===== src/rtl/spu_desc_queue_pkg.sv =====
`default_nettype none
// ============================================================================
// Module : spu_desc_queue_pkg
// Brief  : Field widths, descriptor struct and stage enum for the descriptor queue.
// Rev    : 1.0  initial release
// ============================================================================
package spu_desc_queue_pkg;

    localparam int c_sid_w    = 4;
    localparam int c_pkt_id_w = 8;
    localparam int c_tile_w   = 4;
    localparam int c_haddr_w  = 16;
    localparam int c_hsz_w    = 8;
    localparam int c_daddr_w  = 16;
    localparam int c_dsz_w    = 12;
    localparam int c_tid_w    = 4;

    typedef struct packed {
        logic [c_sid_w-1:0]    sid;
        logic [c_pkt_id_w-1:0] pkt_id;
        logic [c_tile_w-1:0]   src_tile_id;
        logic [c_tile_w-1:0]   dst_tile_id;
        logic [c_haddr_w-1:0]  pkt_header_addr;
        logic [c_hsz_w-1:0]    pkt_header_sz;
        logic [c_daddr_w-1:0]  pkt_data_addr;
        logic [c_dsz_w-1:0]    pkt_data_sz;
        logic [c_tid_w-1:0]    trans_id;
    } spu_desc_t;

    typedef enum logic [0:0] {
        EMPTY   = 1'b0,
        HAVE_ID = 1'b1
    } spu_stage_e;

endpackage
`default_nettype wire


===== src/rtl/spu_desc_queue_if.sv =====
`default_nettype none
// ============================================================================
// Module : spu_desc_queue_if
// Brief  : SPIDR / SPRR write channels and descriptor output channel.
// Rev    : 1.0  initial release
// ============================================================================
interface spu_desc_queue_if;
    import spu_desc_queue_pkg::*;

    logic                  spidr_vld;
    logic                  spidr_rdy;
    logic [c_sid_w-1:0]    spidr_sid;
    logic [c_pkt_id_w-1:0] spidr_pkt_id;
    logic [c_tile_w-1:0]   spidr_src_tile_id;
    logic [c_tile_w-1:0]   spidr_dst_tile_id;

    logic                  sprr_vld;
    logic                  sprr_rdy;
    logic [c_sid_w-1:0]    sprr_sid;
    logic [c_haddr_w-1:0]  sprr_pkt_header_addr;
    logic [c_hsz_w-1:0]    sprr_pkt_header_sz;
    logic [c_daddr_w-1:0]  sprr_pkt_data_addr;
    logic [c_dsz_w-1:0]    sprr_pkt_data_sz;

    logic                  desc_vld;
    logic                  desc_rdy;
    spu_desc_t             desc_o;

    modport master (
        output spidr_vld, spidr_sid, spidr_pkt_id, spidr_src_tile_id, spidr_dst_tile_id,
        input  spidr_rdy,
        output sprr_vld, sprr_sid, sprr_pkt_header_addr, sprr_pkt_header_sz,
               sprr_pkt_data_addr, sprr_pkt_data_sz,
        input  sprr_rdy,
        input  desc_vld, desc_o,
        output desc_rdy
    );

    modport slave (
        input  spidr_vld, spidr_sid, spidr_pkt_id, spidr_src_tile_id, spidr_dst_tile_id,
        output spidr_rdy,
        input  sprr_vld, sprr_sid, sprr_pkt_header_addr, sprr_pkt_header_sz,
               sprr_pkt_data_addr, sprr_pkt_data_sz,
        output sprr_rdy,
        output desc_vld, desc_o,
        input  desc_rdy
    );

endinterface
`default_nettype wire


===== src/rtl/spu_desc_queue_fifo.sv =====
`default_nettype none
// ============================================================================
// Module : spu_desc_queue_fifo
// Brief  : Generic registered FIFO, valid/ready on both sides, occupancy count.
// Rev    : 1.0  initial release
// ============================================================================
module spu_desc_queue_fifo #(
    parameter int WIDTH = 8,
    parameter int DEPTH = 4
) (
    input  wire logic                     clk,
    input  wire logic                     rstn,
    input  wire logic                     in_vld,
    output logic                          in_rdy,
    input  wire logic [WIDTH-1:0]         in_data,
    output logic                          out_vld,
    input  wire logic                     out_rdy,
    output logic [WIDTH-1:0]              out_data,
    output logic [$clog2(DEPTH):0]        occupancy
);

    localparam int c_aw = $clog2(DEPTH);

    logic [WIDTH-1:0] r_mem [DEPTH];
    logic [c_aw:0]    r_wr_ptr;
    logic [c_aw:0]    r_rd_ptr;
    logic             w_full;
    logic             w_empty;
    logic             w_push;
    logic             w_pop;

    // Extra pointer MSB separates full (MSBs differ) from empty (all equal).
    assign w_empty   = (r_wr_ptr == r_rd_ptr);
    assign w_full    = (r_wr_ptr[c_aw] != r_rd_ptr[c_aw]) &&
                       (r_wr_ptr[c_aw-1:0] == r_rd_ptr[c_aw-1:0]);
    assign in_rdy    = !w_full;
    assign out_vld   = !w_empty;
    assign w_push    = in_vld && !w_full;
    assign w_pop     = out_rdy && !w_empty;
    assign occupancy = r_wr_ptr - r_rd_ptr;
    assign out_data  = w_empty ? '0 : r_mem[r_rd_ptr[c_aw-1:0]];

    always_ff @(posedge clk or negedge rstn) begin
        if (!rstn) begin
            r_wr_ptr <= '0;
            r_rd_ptr <= '0;
        end else begin
            if (w_push) r_wr_ptr <= r_wr_ptr + 1'b1;
            if (w_pop)  r_rd_ptr <= r_rd_ptr + 1'b1;
        end
    end

    always_ff @(posedge clk) begin
        if (w_push) r_mem[r_wr_ptr[c_aw-1:0]] <= in_data;
    end

endmodule
`default_nettype wire


===== src/rtl/spu_desc_queue.sv =====
`default_nettype none
// ============================================================================
// Module : spu_desc_queue
// Brief  : Pairs SPIDR and SPRR writes into tagged packet descriptors and queues them.
// Rev    : 1.0  initial release
// ============================================================================
module spu_desc_queue
    import spu_desc_queue_pkg::*;
#(
    parameter int DEPTH = 4
) (
    input  wire logic               clk,
    input  wire logic               rstn,
    spu_desc_queue_if.slave         bus,
    output logic [$clog2(DEPTH):0]  occupancy,
    output logic                    err_sid_mismatch,
    output logic                    err_no_id,
    input  wire logic               err_clr
);

    spu_stage_e             r_stage;
    spu_stage_e             w_stage_next;
    logic                   r_active;
    logic [c_sid_w-1:0]     r_sid;
    logic [c_pkt_id_w-1:0]  r_pkt_id;
    logic [c_tile_w-1:0]    r_src_tile_id;
    logic [c_tile_w-1:0]    r_dst_tile_id;
    logic [c_tid_w-1:0]     r_trans_id;
    logic                   w_fifo_in_rdy;
    logic                   w_spidr_fire;
    logic                   w_sprr_fire;
    logic                   w_push;
    logic                   w_mismatch;
    logic                   w_no_id;
    spu_desc_t              w_push_desc;
    logic [$bits(spu_desc_t)-1:0] w_head;

    // Ready outputs stay low while in reset and for the release cycle.
    assign bus.spidr_rdy = r_active && (r_stage == EMPTY);
    assign bus.sprr_rdy  = r_active && w_fifo_in_rdy;
    assign w_spidr_fire  = bus.spidr_vld && bus.spidr_rdy;
    assign w_sprr_fire   = bus.sprr_vld && bus.sprr_rdy;

    always_ff @(posedge clk or negedge rstn) begin
        if (!rstn) begin
            r_stage  <= EMPTY;
            r_active <= 1'b0;
        end else begin
            r_stage  <= w_stage_next;
            r_active <= 1'b1;
        end
    end

    always_comb begin
        w_stage_next = r_stage;
        w_push       = 1'b0;
        w_mismatch   = 1'b0;
        w_no_id      = 1'b0;
        case (r_stage)
            EMPTY: begin
                if (w_sprr_fire)  w_no_id      = 1'b1;
                if (w_spidr_fire) w_stage_next = HAVE_ID;
            end
            HAVE_ID: begin
                if (w_sprr_fire) begin
                    w_stage_next = EMPTY;
                    if (bus.sprr_sid == r_sid) w_push     = 1'b1;
                    else                       w_mismatch = 1'b1;
                end
            end
            default: w_stage_next = EMPTY;
        endcase
    end

    always_ff @(posedge clk or negedge rstn) begin
        if (!rstn) begin
            r_sid            <= '0;
            r_pkt_id         <= '0;
            r_src_tile_id    <= '0;
            r_dst_tile_id    <= '0;
            r_trans_id       <= '0;
            err_sid_mismatch <= 1'b0;
            err_no_id        <= 1'b0;
        end else begin
            if (w_spidr_fire) begin
                r_sid         <= bus.spidr_sid;
                r_pkt_id      <= bus.spidr_pkt_id;
                r_src_tile_id <= bus.spidr_src_tile_id;
                r_dst_tile_id <= bus.spidr_dst_tile_id;
            end
            if (w_push) r_trans_id <= r_trans_id + 1'b1;
            // A new error in the clearing cycle keeps the flag set.
            if (w_mismatch)   err_sid_mismatch <= 1'b1;
            else if (err_clr) err_sid_mismatch <= 1'b0;
            if (w_no_id)      err_no_id <= 1'b1;
            else if (err_clr) err_no_id <= 1'b0;
        end
    end

    always_comb begin
        w_push_desc                 = '0;
        w_push_desc.sid             = r_sid;
        w_push_desc.pkt_id          = r_pkt_id;
        w_push_desc.src_tile_id     = r_src_tile_id;
        w_push_desc.dst_tile_id     = r_dst_tile_id;
        w_push_desc.pkt_header_addr = bus.sprr_pkt_header_addr;
        w_push_desc.pkt_header_sz   = bus.sprr_pkt_header_sz;
        w_push_desc.pkt_data_addr   = bus.sprr_pkt_data_addr;
        w_push_desc.pkt_data_sz     = bus.sprr_pkt_data_sz;
        w_push_desc.trans_id        = r_trans_id;
    end

    spu_desc_queue_fifo #(
        .WIDTH ($bits(spu_desc_t)),
        .DEPTH (DEPTH)
    ) u_fifo (
        .clk       (clk),
        .rstn      (rstn),
        .in_vld    (w_push),
        .in_rdy    (w_fifo_in_rdy),
        .in_data   (w_push_desc),
        .out_vld   (bus.desc_vld),
        .out_rdy   (bus.desc_rdy),
        .out_data  (w_head),
        .occupancy (occupancy)
    );

    assign bus.desc_o = w_head;

endmodule
`default_nettype wire


===== src/flat_wrapper.sv =====
// flat-port wrapper written by rule: the top's interface ports become plain ports
module spu_desc_queue_flat import spu_desc_queue_pkg::*;
#(
    parameter int DEPTH = 4
)
  (clk, rstn, occupancy, err_sid_mismatch, err_no_id, err_clr, bus_spidr_vld, bus_spidr_sid, bus_spidr_pkt_id, bus_spidr_src_tile_id, bus_spidr_dst_tile_id, bus_spidr_rdy, bus_sprr_vld, bus_sprr_sid, bus_sprr_pkt_header_addr, bus_sprr_pkt_header_sz, bus_sprr_pkt_data_addr, bus_sprr_pkt_data_sz, bus_sprr_rdy, bus_desc_vld, bus_desc_o, bus_desc_rdy);
  spu_desc_queue_if bus_i ();
  input  wire logic clk;
  input  wire logic rstn;
  output logic [$clog2(DEPTH):0] occupancy;
  output logic err_sid_mismatch;
  output logic err_no_id;
  input  wire logic err_clr;
  input wire logic [$bits(bus_i.spidr_vld)-1:0] bus_spidr_vld;
  input wire logic [$bits(bus_i.spidr_sid)-1:0] bus_spidr_sid;
  input wire logic [$bits(bus_i.spidr_pkt_id)-1:0] bus_spidr_pkt_id;
  input wire logic [$bits(bus_i.spidr_src_tile_id)-1:0] bus_spidr_src_tile_id;
  input wire logic [$bits(bus_i.spidr_dst_tile_id)-1:0] bus_spidr_dst_tile_id;
  output wire logic [$bits(bus_i.spidr_rdy)-1:0] bus_spidr_rdy;
  input wire logic [$bits(bus_i.sprr_vld)-1:0] bus_sprr_vld;
  input wire logic [$bits(bus_i.sprr_sid)-1:0] bus_sprr_sid;
  input wire logic [$bits(bus_i.sprr_pkt_header_addr)-1:0] bus_sprr_pkt_header_addr;
  input wire logic [$bits(bus_i.sprr_pkt_header_sz)-1:0] bus_sprr_pkt_header_sz;
  input wire logic [$bits(bus_i.sprr_pkt_data_addr)-1:0] bus_sprr_pkt_data_addr;
  input wire logic [$bits(bus_i.sprr_pkt_data_sz)-1:0] bus_sprr_pkt_data_sz;
  output wire logic [$bits(bus_i.sprr_rdy)-1:0] bus_sprr_rdy;
  output wire logic [$bits(bus_i.desc_vld)-1:0] bus_desc_vld;
  output wire logic [$bits(bus_i.desc_o)-1:0] bus_desc_o;
  input wire logic [$bits(bus_i.desc_rdy)-1:0] bus_desc_rdy;
  assign bus_i.spidr_vld = bus_spidr_vld;
  assign bus_i.spidr_sid = bus_spidr_sid;
  assign bus_i.spidr_pkt_id = bus_spidr_pkt_id;
  assign bus_i.spidr_src_tile_id = bus_spidr_src_tile_id;
  assign bus_i.spidr_dst_tile_id = bus_spidr_dst_tile_id;
  assign bus_spidr_rdy = bus_i.spidr_rdy;
  assign bus_i.sprr_vld = bus_sprr_vld;
  assign bus_i.sprr_sid = bus_sprr_sid;
  assign bus_i.sprr_pkt_header_addr = bus_sprr_pkt_header_addr;
  assign bus_i.sprr_pkt_header_sz = bus_sprr_pkt_header_sz;
  assign bus_i.sprr_pkt_data_addr = bus_sprr_pkt_data_addr;
  assign bus_i.sprr_pkt_data_sz = bus_sprr_pkt_data_sz;
  assign bus_sprr_rdy = bus_i.sprr_rdy;
  assign bus_desc_vld = bus_i.desc_vld;
  assign bus_desc_o = bus_i.desc_o;
  assign bus_i.desc_rdy = bus_desc_rdy;
  spu_desc_queue #(.DEPTH(DEPTH)) u_core (.clk(clk), .rstn(rstn), .bus(bus_i), .occupancy(occupancy), .err_sid_mismatch(err_sid_mismatch), .err_no_id(err_no_id), .err_clr(err_clr));
endmodule

===== config.mk =====
export PLATFORM = sky130hd
export DESIGN_NAME = spu_desc_queue_flat
export DESIGN_NICKNAME = d
export VERILOG_FILES = /design/src/rtl/spu_desc_queue_pkg.sv /design/src/rtl/spu_desc_queue_if.sv /design/src/rtl/spu_desc_queue_fifo.sv /design/src/rtl/spu_desc_queue.sv /design/src/flat_wrapper.sv
export SDC_FILE = /design/constraint.sdc
export NUM_CORES = 1
export LEC_CHECK = 0
export ABC_AREA = 1
export CAP_MARGIN = 10
export CORE_MARGIN = 2
export CORE_UTILIZATION = 60
export CTS_CLUSTER_DIAMETER = 30
export DETAILED_ROUTE_END_ITERATION = 7
export GPL_TIMING_DRIVEN = 0
export PLACE_DENSITY = 0.85
export SYNTH_ARGS = -nofsm -noshare
export SYNTH_HDL_FRONTEND = slang
export SYNTH_SLANG_ARGS = --single-unit

===== constraint.sdc =====
create_clock -name clk -period 11.8 [get_ports clk]
set_clock_uncertainty 0.2 [all_clocks]
set_input_delay 2.36 -clock clk [delete_from_list [all_inputs] [get_ports clk]]
set_output_delay 2.36 -clock clk [all_outputs]
set_load 0.1 [all_outputs]

# Yosys cells after proc, flatten, opt, wreduce, memory -nomap -nowiden
# Memories as Yosys holds them, arrays and structs flattened.
# Index checks and enable logic that the tools add are counted.
[word_totals]
in_bits = 82
memories = 1
ramBits = 304
register_bits = 34
output_inout_bits = 84
elab_cells = 49
[op_classes]
n_eq_ne = 4
reduce_logical = 11
n_mux = 17
n_addsub = 4
n_bitwise = 1
[memory_table]
columns = ["memory", "depth", "word_bits", "rd", "rd_ports_with_merged_regs", "wr", "line_no", "source"]
rows = [
  ["u_core.u_fifo.r_mem", 4, 76, 1, 0, 1, "spu_desc_queue_fifo.sv:24", "logic [WIDTH-1:0] r_mem [DEPTH];"],
]
[op_table]
columns = ["cell", "count"]
rows = [
  ["$mux 76", 1],
  ["$mux 1", 15],
  ["$logic_and 1x1->1", 7],
  ["$add 3x1->3 const B", 2],
  ["$add 4x1->4 const B", 1],
  ["$eq 4x4->1", 1],
  ["$reduce_bool 2->1", 2],
  ["$eq 3x3->1", 1],
  ["$sub 3x3->3", 1],
  ["$eq 2x2->1", 1],
  ["$logic_not 1->1", 2],
  ["$pmux 1 s2", 1],
  ["$ne 1x1->1", 1],
  ["$not 1->1", 1],
]

# Depth between registers and ports, before layout
# Gate-level depths: netlist (run 1).
[logic_depth]
depth_word = 10
ltp_mapped = 11
ltp_nobuf = 9

# Hierarchy
# From an unflattened synthesis (run 1), not the netlist that was laid out.
[hier_totals]
hier_cells = 1307
hier_area_um2 = 14450.1
[modules_own_cells]
columns = ["mod", "cells_each", "seq_area_each_um2", "area_per_inst_um2", "n_inst"]
rows = [
  ["spu_desc_queue_fifo", 1185, 9278.9, 13161.4, 1],
  ["spu_desc_queue", 122, 700.7, 1288.7, 1],
]

# Worst setup path after synthesis (run 1)
# Ideal clock, no wire load.
[synth_timing]
path_type = "input port to flip-flop"
from = "input bus_sprr_sid[1]"
to = "memory u_core.u_fifo.r_mem[0][0] in the netlist's numbering, enable pin"
path_buffers = 0
required_ns = 11.089
path_slack_ns = 4.916
setup_time_ns = 0.511
stages = 8
t_arrival_ns = 6.173
cell_sequence = "inv_1 > nand2_1 > nand2_1 > nor2_1 > nand2_1 > nor2_2 > nand2_2 > nor2_1"
[synth_between]
elab_chain_len = 7
[synth_rtl]
columns = ["item", "line_no", "source"]
rows = [
  ["start, declared", "flat_wrapper.sv:21", "input wire logic [$bits(bus_i.sprr_sid)-1:0] bus_sprr_sid;"],
  ["$eq 4x4->1", "spu_desc_queue.sv:67", "if (bus.sprr_sid == r_sid) w_push = 1'b1;"],
  ["$mux 1", "spu_desc_queue.sv:67", ""],
  ["$mux 1", "spu_desc_queue.sv:65", "if (w_sprr_fire) begin"],
  ["$mux 1", "spu_desc_queue.sv:59", "case (r_stage)"],
  ["$logic_and 1x1->1", "spu_desc_queue_fifo.sv:38", "assign w_push = in_vld && !w_full;"],
  ["$mux 1", "spu_desc_queue_fifo.sv:54", "if (w_push) r_mem[r_wr_ptr[c_aw-1:0]] <= in_data;"],
  ["$mux 1 (implied by the code)", "spu_desc_queue_fifo.sv:54", ""],
  ["end, declared", "spu_desc_queue_fifo.sv:24", ""],
]
# No other way between the ends.

# Worst setup path after layout (run 1)
[layout_timing]
from = "register u_core.u_fifo.r_rd_ptr[1]"
to = "output bus_desc_o[71]"
[layout_between]
elab_chain_len = 2
word_cells_on_any_way = 3
classes_between = "eq/ne (1); mux (1); memory (1)"
[layout_rtl]
columns = ["item", "line_no", "source"]
rows = [
  ["start, declared", "spu_desc_queue_fifo.sv:26", "logic [c_aw:0] r_rd_ptr;"],
  ["start signal, assigned", "spu_desc_queue_fifo.sv:49", "if (w_pop) r_rd_ptr <= r_rd_ptr + 1'b1;"],
  ["$mem_v2 4x76 or $eq 3x3->1 (tied branches)", "--", ""],
  ["$mux 76 (*)", "spu_desc_queue_fifo.sv:41", "assign out_data = w_empty ? '0 : r_mem[r_rd_ptr[c_aw-1:0]];"],
  ["end, declared", "flat_wrapper.sv:28", "output wire logic [$bits(bus_i.desc_o)-1:0] bus_desc_o;"],
]
# Every way passes the cells marked *; elsewhere a longest branch is shown, timed or not.

==> out/qor.yml, run 1 <==
status: "finished, final reports clean"
dpl-instance-area_sq_um: 15700
drive_gt1_frac: 0.129
fin_area_sq_um: 17400
port_buffers: 165
postCtsSetupBuffers: 0
antenna_found_initial: 2
drtAntennaViolNets: 0
synth_cell_type_count: 30
critPathCaptureType: "output port"
start_util: 0.614
grt.total_usage: 0.290
hold_buffers: 0
drv_slew: 0
wl_microns: 34300
cts.reportedPaths.clkPinSlew_ns: 0.06
grt_pass1_vias: 9860
criticalPathCategory: "reg -> out"
die_area_sq_um: 23700
wl_met2_microns: 17600
syn_nets: 1156
wl_met1_microns: 12900
fin_crit_ns: 6.82
cp_max_fo: 10
die_h_microns: 154
coreArea_sq_um: 22000
tightest_slew_ns: 1.06
finalSetupTns_ns: 0
cp-start-kind: "flip-flop"
grt_max_degree: 35
synthesis.area_sq_um: 13500
cts_tree: "done"
area_delta_synth_final_pct: 29.3
postSynthCellCount: 1065
wl_met3_microns: 2790
seq_area_frac_synth: 0.741
core.rowCount: 54
finalCritPeriodShare: 0.578
gp_congestion: 0.787
synth.avg_cell_area_sq_um: 12.7
grt_pass1_wl_microns: 52600
route.detailed.drc: 0
initialDrtViolationCount: 928
dr.max_layer_used: "met5"
die_x_microns: 154
required_ns: 9.24
cts_made_buffers: 52
cts_root_buffer: "clkbuf_16"
finalSetupViolCount: 0
dr.pass1.iters: 5
yosys_warnings: 0
vias: 9514
cts_buffer_depth: 3
cts.sink_count: 338
slew_headroom: 0.288
synth_top_area_frac: 0.678
io_pins: 166
dp_hpwl_microns: 20200
fill_cells: 1150
crit_arrival_ns: 4.26
hold_path.class: "reg -> reg"
wl_per_cell_microns: 21.2
detail_route.vias_per_cell: 5.89
yosysTopAreaCell: "edfxtp_1"
max_freq_mhz: 147
clock_latency_ns: 0.55
h-tree-depth: 2
hold_viol: 0
yosys-top-cells-area: "edfxtp_1, nor2_1, dfrtp_1, o21ai_0, a21oi_1"
gr-total-overflow: 0
rsz0062_at_grt: "false"
ys_seq_elements: 338
finalNetCount: 1383
ctsResizeCount: 0
max_cap_viol_count: 0
[flip-flops by register name, indices dropped and copies added (netlist names)]
register / cells
u_core.err_no_id: 1
u_core.r_stage: 1
u_core.r_src_tile_id: 4
u_core.r_sid: 4
u_core.u_fifo.r_mem: 304
u_core.r_dst_tile_id: 4
u_core.r_trans_id: 4
u_core.r_active: 1
u_core.r_pkt_id: 8
u_core.u_fifo.r_rd_ptr: 3
u_core.u_fifo.r_wr_ptr: 3
u_core.err_sid_mismatch: 1
[cell usage in the layout, fill, tap and decap left out, types with 8 or more instances in the layout]
cell type,Yosys,layout
nor2_1,315,311
edfxtp_1,304,304
clkdlybuf4s50_1,0,164
o21ai_0,148,148
a21oi_1,80,80
clkbuf_16,0,54
dfrtp_1,34,34
inv_1,29,29
nand2_1,26,26
buf_2,19,20
clkbuf_1,11,14
buf_4,13,13
clkinv_2,0,12
mux2_4,11,11
nand3_1,10,10
buf_1,8,8
ha_1,8,8
buf_12,0,8
[stage by stage]
stage	util	setup WS, ns	cells	hold WS (ns)
3_5_place_dp	0.713	5.63	1518	0.307
2_1_floorplan	-	4.92	1065	0.271
3_3_place_gp	0.705	1.82	1510	0.289
6_report	0.794	4.98	1616	0.317
5_1_grt	0.794	4.89	1616	0.339
4_1_cts	0.793	5.01	1615	0.319
[path summary, 6_finish.rpt]
| kind | startpoint | to | slack (ns) | cells after the start |
|---|---|---|---|---|
| min in group asynchronous | rstn | u_core.r_dst_tile_id[3] | 1.71 | 1 |
| min | u_core.r_pkt_id[7] | u_core.u_fifo.r_mem[3][71] | 0.32 | 0 |
| max | u_core.u_fifo.r_rd_ptr[1] | bus_desc_o[71] | 4.98 | 10 |
| max reg2reg | u_core.u_fifo.r_rd_ptr[1] | u_core.u_fifo.r_mem[3][53] | 7.60 | 13 |
| min reg2reg | u_core.r_pkt_id[7] | u_core.u_fifo.r_mem[3][71] | 0.32 | 0 |
| max in group asynchronous | rstn | u_core.u_fifo.r_wr_ptr[0] | 9.16 | 1 |
[cell usage after synthesis (all sizes together)]
library cell / n
fa: 1
xor2: 6
inv: 33
o21ai: 155
mux2: 16
a21oi: 80
clkbuf: 17
o21bai: 7
edfxtp: 304
nand3: 11
dfrtp: 34
ha: 8
nand2: 30
o22ai: 1
buf: 43
conb: 1
nor2: 318
[layer usage]
metal	vias to the layer above	global-route usage
met1	4645	0.369
met5	-	0
met4	2	0.110
met3	84	0.0445
li1	4210	-
met2	573	0.510
[cells by family after synthesis]
kind of cell / share of synthesized area
xor gates and xnor gates: 0.00390
AOI/OAI and AO/OA: 0.0917
buffers and inverters: 0.0337
other: 0.000278
DFF: 0.741
muxes: 0.0164
adders and majority gates: 0.00892
and+or+nand+nor: 0.104
[worst max-delay path, stage by stage, from the launching register on]
cell and delay [ns]:
dfrtp_1 0.41, buf_4 0.18, inv_2 0.15, clkbuf_1 0.48, ha_1 0.34, nand2_1 0.15, nor2_4 0.10, buf_4 0.20
buf_4 0.19, a21oi_1 0.29, clkdlybuf4s50_1 1.21
[layout make-up]
class                      instances  area [sq um]  area share
inverter                          33           126     0.00725
tap                              280           350      0.0201
timing repair buffer             173          1810       0.104
multi-input combinational        634          3070       0.176
sequential                       338          9980       0.573
antenna                            1          2.50    0.000144
clock inverter                    39           387      0.0222
buffer                            60           328      0.0188
clock buffer                      58          1380      0.0790
Power of run 1 is left out: the tool's default activity adds up to more than one toggle a clock period on the data nets, which glitch-free logic cannot reach.
==> run 2, diff against run 1 <==
CORE_UTILIZATION = 55   (was 60)
PLACE_DENSITY = 0.79   (was 0.85)
clock period = 6.6 ns   (was 11.8 ns; I/O delays follow)
==> run 2 against run 1 <==
  * Sequential cell count unchanged
  * Setup slack got worse by 4.2 ns
  * Worst hold slack improved by 0.0059 ns
  * Register-to-register slack got worse by 5.0 ns
  * First-iteration DRC count decreased by 17%
  * Via count decreased by 3.5%
  * Die area increased by 8.8%
  * Utilization decreased by 6.6 points
  * Clock-buffer cell count increased by 2
  * Sequential share of layout area decreased by 0.51 points
  * Critical path depth unchanged
  * Wire length decreased by 4.5%
==> out/qor.yml, run 2 (same netlist as run 1, synthesis figures left out) <==
worstPathBufferInverterCount: 6  # unchanged
gp_congestion: 0.782  # -0.66%
cp-start-kind: "flip-flop"
mostFrequentLayoutCell: "nor2_1"
dpl-instance-area_sq_um: 15800  # +0.98%
postLayoutSetupSlackWorst_ns: 0.785  # -4.19 ns
critPathCaptureType: "output port"
hold_viol: 0  # unchanged
slew_headroom: 0.267  # -0.0212
required_ns: 5.08  # -4.16 ns
timing.critical_path.slowest_cell_delay_ns: 1.20  # about the same
hold_path.class: "reg -> reg"
cts.reportedPaths.clkPinSlew_ns: 0.06  # about the same
max_cap_viol_count: 0  # unchanged
port_buffers: 165  # unchanged
drv_slew: 0  # unchanged
cts_made_buffers: 52  # unchanged
start_util: 0.557  # -0.0563
crit_top_cell: "buf_4"
diodes: 0  # -1
cts_tree: "done"
die_h_microns: 161  # +4.3%
ctsResizeCount: 0  # unchanged
initialDrtViolationCount: 766  # -17%
coreArea_sq_um: 24200  # +10%
fin_crit_ns: 5.82
dr.pass1.iters: 5  # unchanged
cts_buffer_depth: 3  # unchanged
grt_max_degree: 35  # unchanged
area_delta_synth_final_pct: 30.5
utilization: 0.727  # -0.0663
drtAntennaViolNets: 0  # unchanged
tightest_slew_ns: 1.10  # +0.0317 ns
grt_pass1_wl_microns: 50800  # -3.4%
core.rowCount: 57  # +5.6%
h-tree-depth: 2  # unchanged
cp_top_family: "buffers and inverters"
postCtsSetupBuffers: 0  # unchanged
max_freq_mhz: 172
largest_reg_flops: 304  # unchanged
die_area_sq_um: 25800  # +8.8%
finalCritPeriodShare: 0.881
status: "finished, final reports clean"
grt_pass1_vias: 9428  # -4.4%
cts_root_buffer: "clkbuf_16"
antenna_found_initial: 0  # -2
wl_per_cell_microns: 19.7  # -7.1%
cp_max_fo: 10  # unchanged
clock_latency_ns: 0.54  # about the same
drive_gt1_frac: 0.128  # -0.000941
detail_route.vias_per_cell: 5.53  # -6.1%
io_pins: 166  # unchanged
criticalPathCategory: "reg -> out"
cts.sink_count: 338  # unchanged
finalNetCount: 1386  # +0.22%
vias: 9185  # -3.5%
finalSetupViolCount: 0  # unchanged
gr-total-overflow: 0  # unchanged
dp_hpwl_microns: 19800  # -1.9%
hold_buffers: 0  # unchanged
dpl_worst_slack_ns: 1.41  # -4.22 ns
layout_common_cells: "nor2_1, edfxtp_1, clkdlybuf4s50_1"
rsz0062_at_grt: "false"
crit_arrival_ns: 4.30  # +0.04 ns
wl_microns: 32800  # -4.5%
fin_area_sq_um: 17600  # +0.90%
die_x_microns: 161  # +4.3%
cp_cell_sequence: "buf_4 -> inv_2 -> clkbuf_1 -> ha_1 -> nand2_1 -> nor2_4 -> buf_4 -> buf_4 -> a21oi_1 -> clkdlybuf4s50_1"
grt.total_usage: 0.255  # -0.0352
slowest_stage: "clkdlybuf4s50_1"
route.detailed.drc: 0  # unchanged
-- run 2: changes by cell type in the layout (fill, tap and decap cells not counted), sizes merged --
cell / before / now
bufinv: 5 / 7
clkinvlp: 5 / 6
buf: 52 / 55
clkinv: 21 / 18
clkbuf: 75 / 77
inv: 41 / 38
diode: 1 / 0
-- run 2: cell type report --
| class | count | area (sq um) |
|---|---|---|
| clock inverter | 36 | 407 |
| timing repair buffer | 176 | 1900 |
| clock buffer | 60 | 1360 |
| multi-input combinational | 634 | 3070 |
| buffer | 60 | 328 |
| tap | 324 | 405 |
| sequential | 338 | 9980 |
| inverter | 33 | 126 |
| fill | 1477 | 6600 |
-- run 2: routing by layer --
| metal | track usage | wire (microns) |
|---|---|---|
| met1 | 0.334 | 13000 |
| met2 | 0.432 | 16400 |
| met3 | 0.0387 | 2370 |
| met4 | 0.104 | 1010 |
| met5 | 0 | 0 |
-- run 2: path summary, 6_finish.rpt --
kind                                            from                    endpoint  slack (ns)  cells past startpoint
max in group asynchronous                       rstn   u_core.u_fifo.r_rd_ptr[2]        4.97                      1
hold / removal               u_core.r_src_tile_id[1]  u_core.u_fifo.r_mem[2][61]        0.32                      0
setup / recovery           u_core.u_fifo.r_rd_ptr[1]              bus_desc_o[73]        0.78                     10
hold reg to reg              u_core.r_src_tile_id[1]  u_core.u_fifo.r_mem[2][61]        0.32                      0
setup reg to reg           u_core.u_fifo.r_rd_ptr[1]  u_core.u_fifo.r_mem[1][40]        2.57                     13
min in group asynchronous                       rstn     u_core.r_dst_tile_id[3]        0.68                      1
-- run 2: per-stage QoR --
stage	TNS, ns	cells	hold WS (ns)
2_1_floorplan	0	1065	0.271
3_3_place_gp	-651.65	1554	0.288
3_5_place_dp	0	1565	0.313
4_1_cts	0	1661	0.328
5_1_grt	0	1661	0.342
6_report	0	1661	0.322
Power of run 2 is left out for the same reason.
==> run 3, diff against run 2 <==
REMOVE_ABC_BUFFERS = 1   (was unset)
==> run 3 against run 2 <==
  * Utilization shrank 0.36 points
  * Die area is the same
  * Sequential share of layout area grew 0.33 points
  * Clock-buffer cell count shrank 2
  * Design area shrank 0.50%
  * First-iteration DRC count shrank 26%
  * Via count shrank 5.5%
  * Critical path depth shrank 2
  * Sequential cell count is the same
  * Cell count shrank 2.8%
==> out/qor.yml, run 3 (same netlist as run 1, synthesis figures left out) <==
port_buffers: 165  # unchanged
die_area_sq_um: 25800  # unchanged
hold_path.class: "reg -> reg"
rsz0062_at_grt: "false"
diodes: 0  # unchanged
cts_tree: "done"
route.detailed.drc: 0  # unchanged
slowest_stage: "clkdlybuf4s50_1"
drtAntennaViolNets: 0  # unchanged
grt_pass1_vias: 8752  # -7.2%
gr-total-overflow: 0  # unchanged
multiInputGateArea_sq_um: 3070  # unchanged
postCtsSetupBuffers: 0  # unchanged
antenna_found_initial: 0  # unchanged
gp_congestion: 0.722  # -7.6%
finalCritPeriodShare: 0.877  # -0.00361
clock_latency_ns: 0.56  # +0.02 ns
cts_made_buffers: 55  # +5.8%
worstPathBufferInverterCount: 4  # -2
area_delta_synth_final_pct: 29.8
cp-start-kind: "flip-flop"
finalSetupTns_ns: 0  # unchanged
largest_reg_flops: 304  # unchanged
criticalPathCategory: "reg -> out"
finalSetupViolCount: 0  # unchanged
cp_top_family: "buffers and inverters"
ctsResizeCount: 0  # unchanged
dr.pass1.iters: 5  # unchanged
cp_max_fo: 48  # +38
initialDrtViolationCount: 570  # -26%
core.rowCount: 57  # unchanged
die_x_microns: 161  # unchanged
detail_route.vias_per_cell: 5.38  # -2.8%
timing.critical_path.slowest_cell_delay_ns: 1.01  # -0.19 ns
critPathCaptureType: "output port"
wl_microns: 28900  # -12%
hold_buffers: 0  # unchanged
vias: 8678  # -5.5%
coreArea_sq_um: 24200  # unchanged
cts.reportedPaths.clkPinSlew_ns: 0.05  # about the same
cp_cell_sequence: "buf_16 -> inv_4 -> ha_1 -> nand2_1 -> nor2_4 -> buf_12 -> a21oi_1 -> clkdlybuf4s50_1"
finalNetCount: 1335  # -3.7%
timing.hold.ws_ns: 0.305  # -0.0170 ns
regArea_sq_um: 9990  # about the same
io_pins: 166  # unchanged
die_h_microns: 161  # unchanged
mostFrequentLayoutCell: "nor2_1"
fin_crit_ns: 5.79  # -0.0239 ns
dp_hpwl_microns: 16000  # -19%
grt_max_degree: 105  # +200%
cts_buffer_depth: 3  # unchanged
layout_common_cells: "nor2_1, edfxtp_1, clkdlybuf4s50_1"
required_ns: 5.08  # about the same
tightest_slew_ns: 1.05  # -0.0454 ns
crit_arrival_ns: 4.27  # -0.03 ns
cts.sink_count: 338  # unchanged
slew_headroom: 0.298  # +0.0304
hold_viol: 0  # unchanged
status: "finished, final reports clean"
h-tree-depth: 2  # unchanged
max_cap_viol_count: 0  # unchanged
start_util: 0.557  # unchanged
drive_gt1_frac: 0.116  # -0.0116
max_freq_mhz: 173  # +0.41%
wl_per_cell_microns: 17.9  # -9.3%
fill_cells: 1499  # +1.5%
grt.total_usage: 0.223  # -0.0320
drv_slew: 0  # unchanged
cts_root_buffer: "clkbuf_16"
grt_pass1_wl_microns: 44800  # -12%
==> run 3: path summary, 6_finish.rpt <==
path	from	endpoint	slack, ns	cells after the start
min	u_core.r_pkt_id[0]	u_core.u_fifo.r_mem[1][64]	0.31	0
min in group asynchronous	rstn	u_core.err_sid_mismatch	0.69	1
max in group asynchronous	rstn	u_core.u_fifo.r_rd_ptr[0]	4.86	1
min reg2reg	u_core.r_pkt_id[0]	u_core.u_fifo.r_mem[1][64]	0.31	0
max	u_core.u_fifo.r_rd_ptr[1]	bus_desc_o[60]	0.81	8
max reg2reg	u_core.u_fifo.r_rd_ptr[1]	u_core.u_fifo.r_mem[2][11]	2.41	12
==> run 3: area by class of cell <==
class	count	share of cell area
timing repair buffer	182	0.116
inverter	33	0.00737
clock buffer	58	0.0793
sequential	338	0.571
clock inverter	45	0.0277
tap	324	0.0232
multi-input combinational	634	0.175
==> run 3: metrics by stage <==
step	instance area, sq um	cells	setup slack [ns]	utilization
floorplan	13100	1005	-1.14	-
global placement	15200	1494	-6.12	0.629
detailed placement	15600	1511	1.41	0.646
CTS	17500	1614	0.762	0.724
global route	17500	1614	0.655	0.724
finish	17500	1614	0.809	0.724
==> run 3: per-layer routing <==
metal / track usage / wire length [microns] / share of wire / up-vias
met2: 0.395 / 14800 / 0.51 / 314
li1: - / - / - / 4118
met1: 0.281 / 11700 / 0.40 / 4201
met3: 0.0405 / 1870 / 0.065 / 45
met4: 0.0704 / 495 / 0.017 / 0
met5: 0 / 0 / 0 / -
Power of run 3 is left out for the same reason.
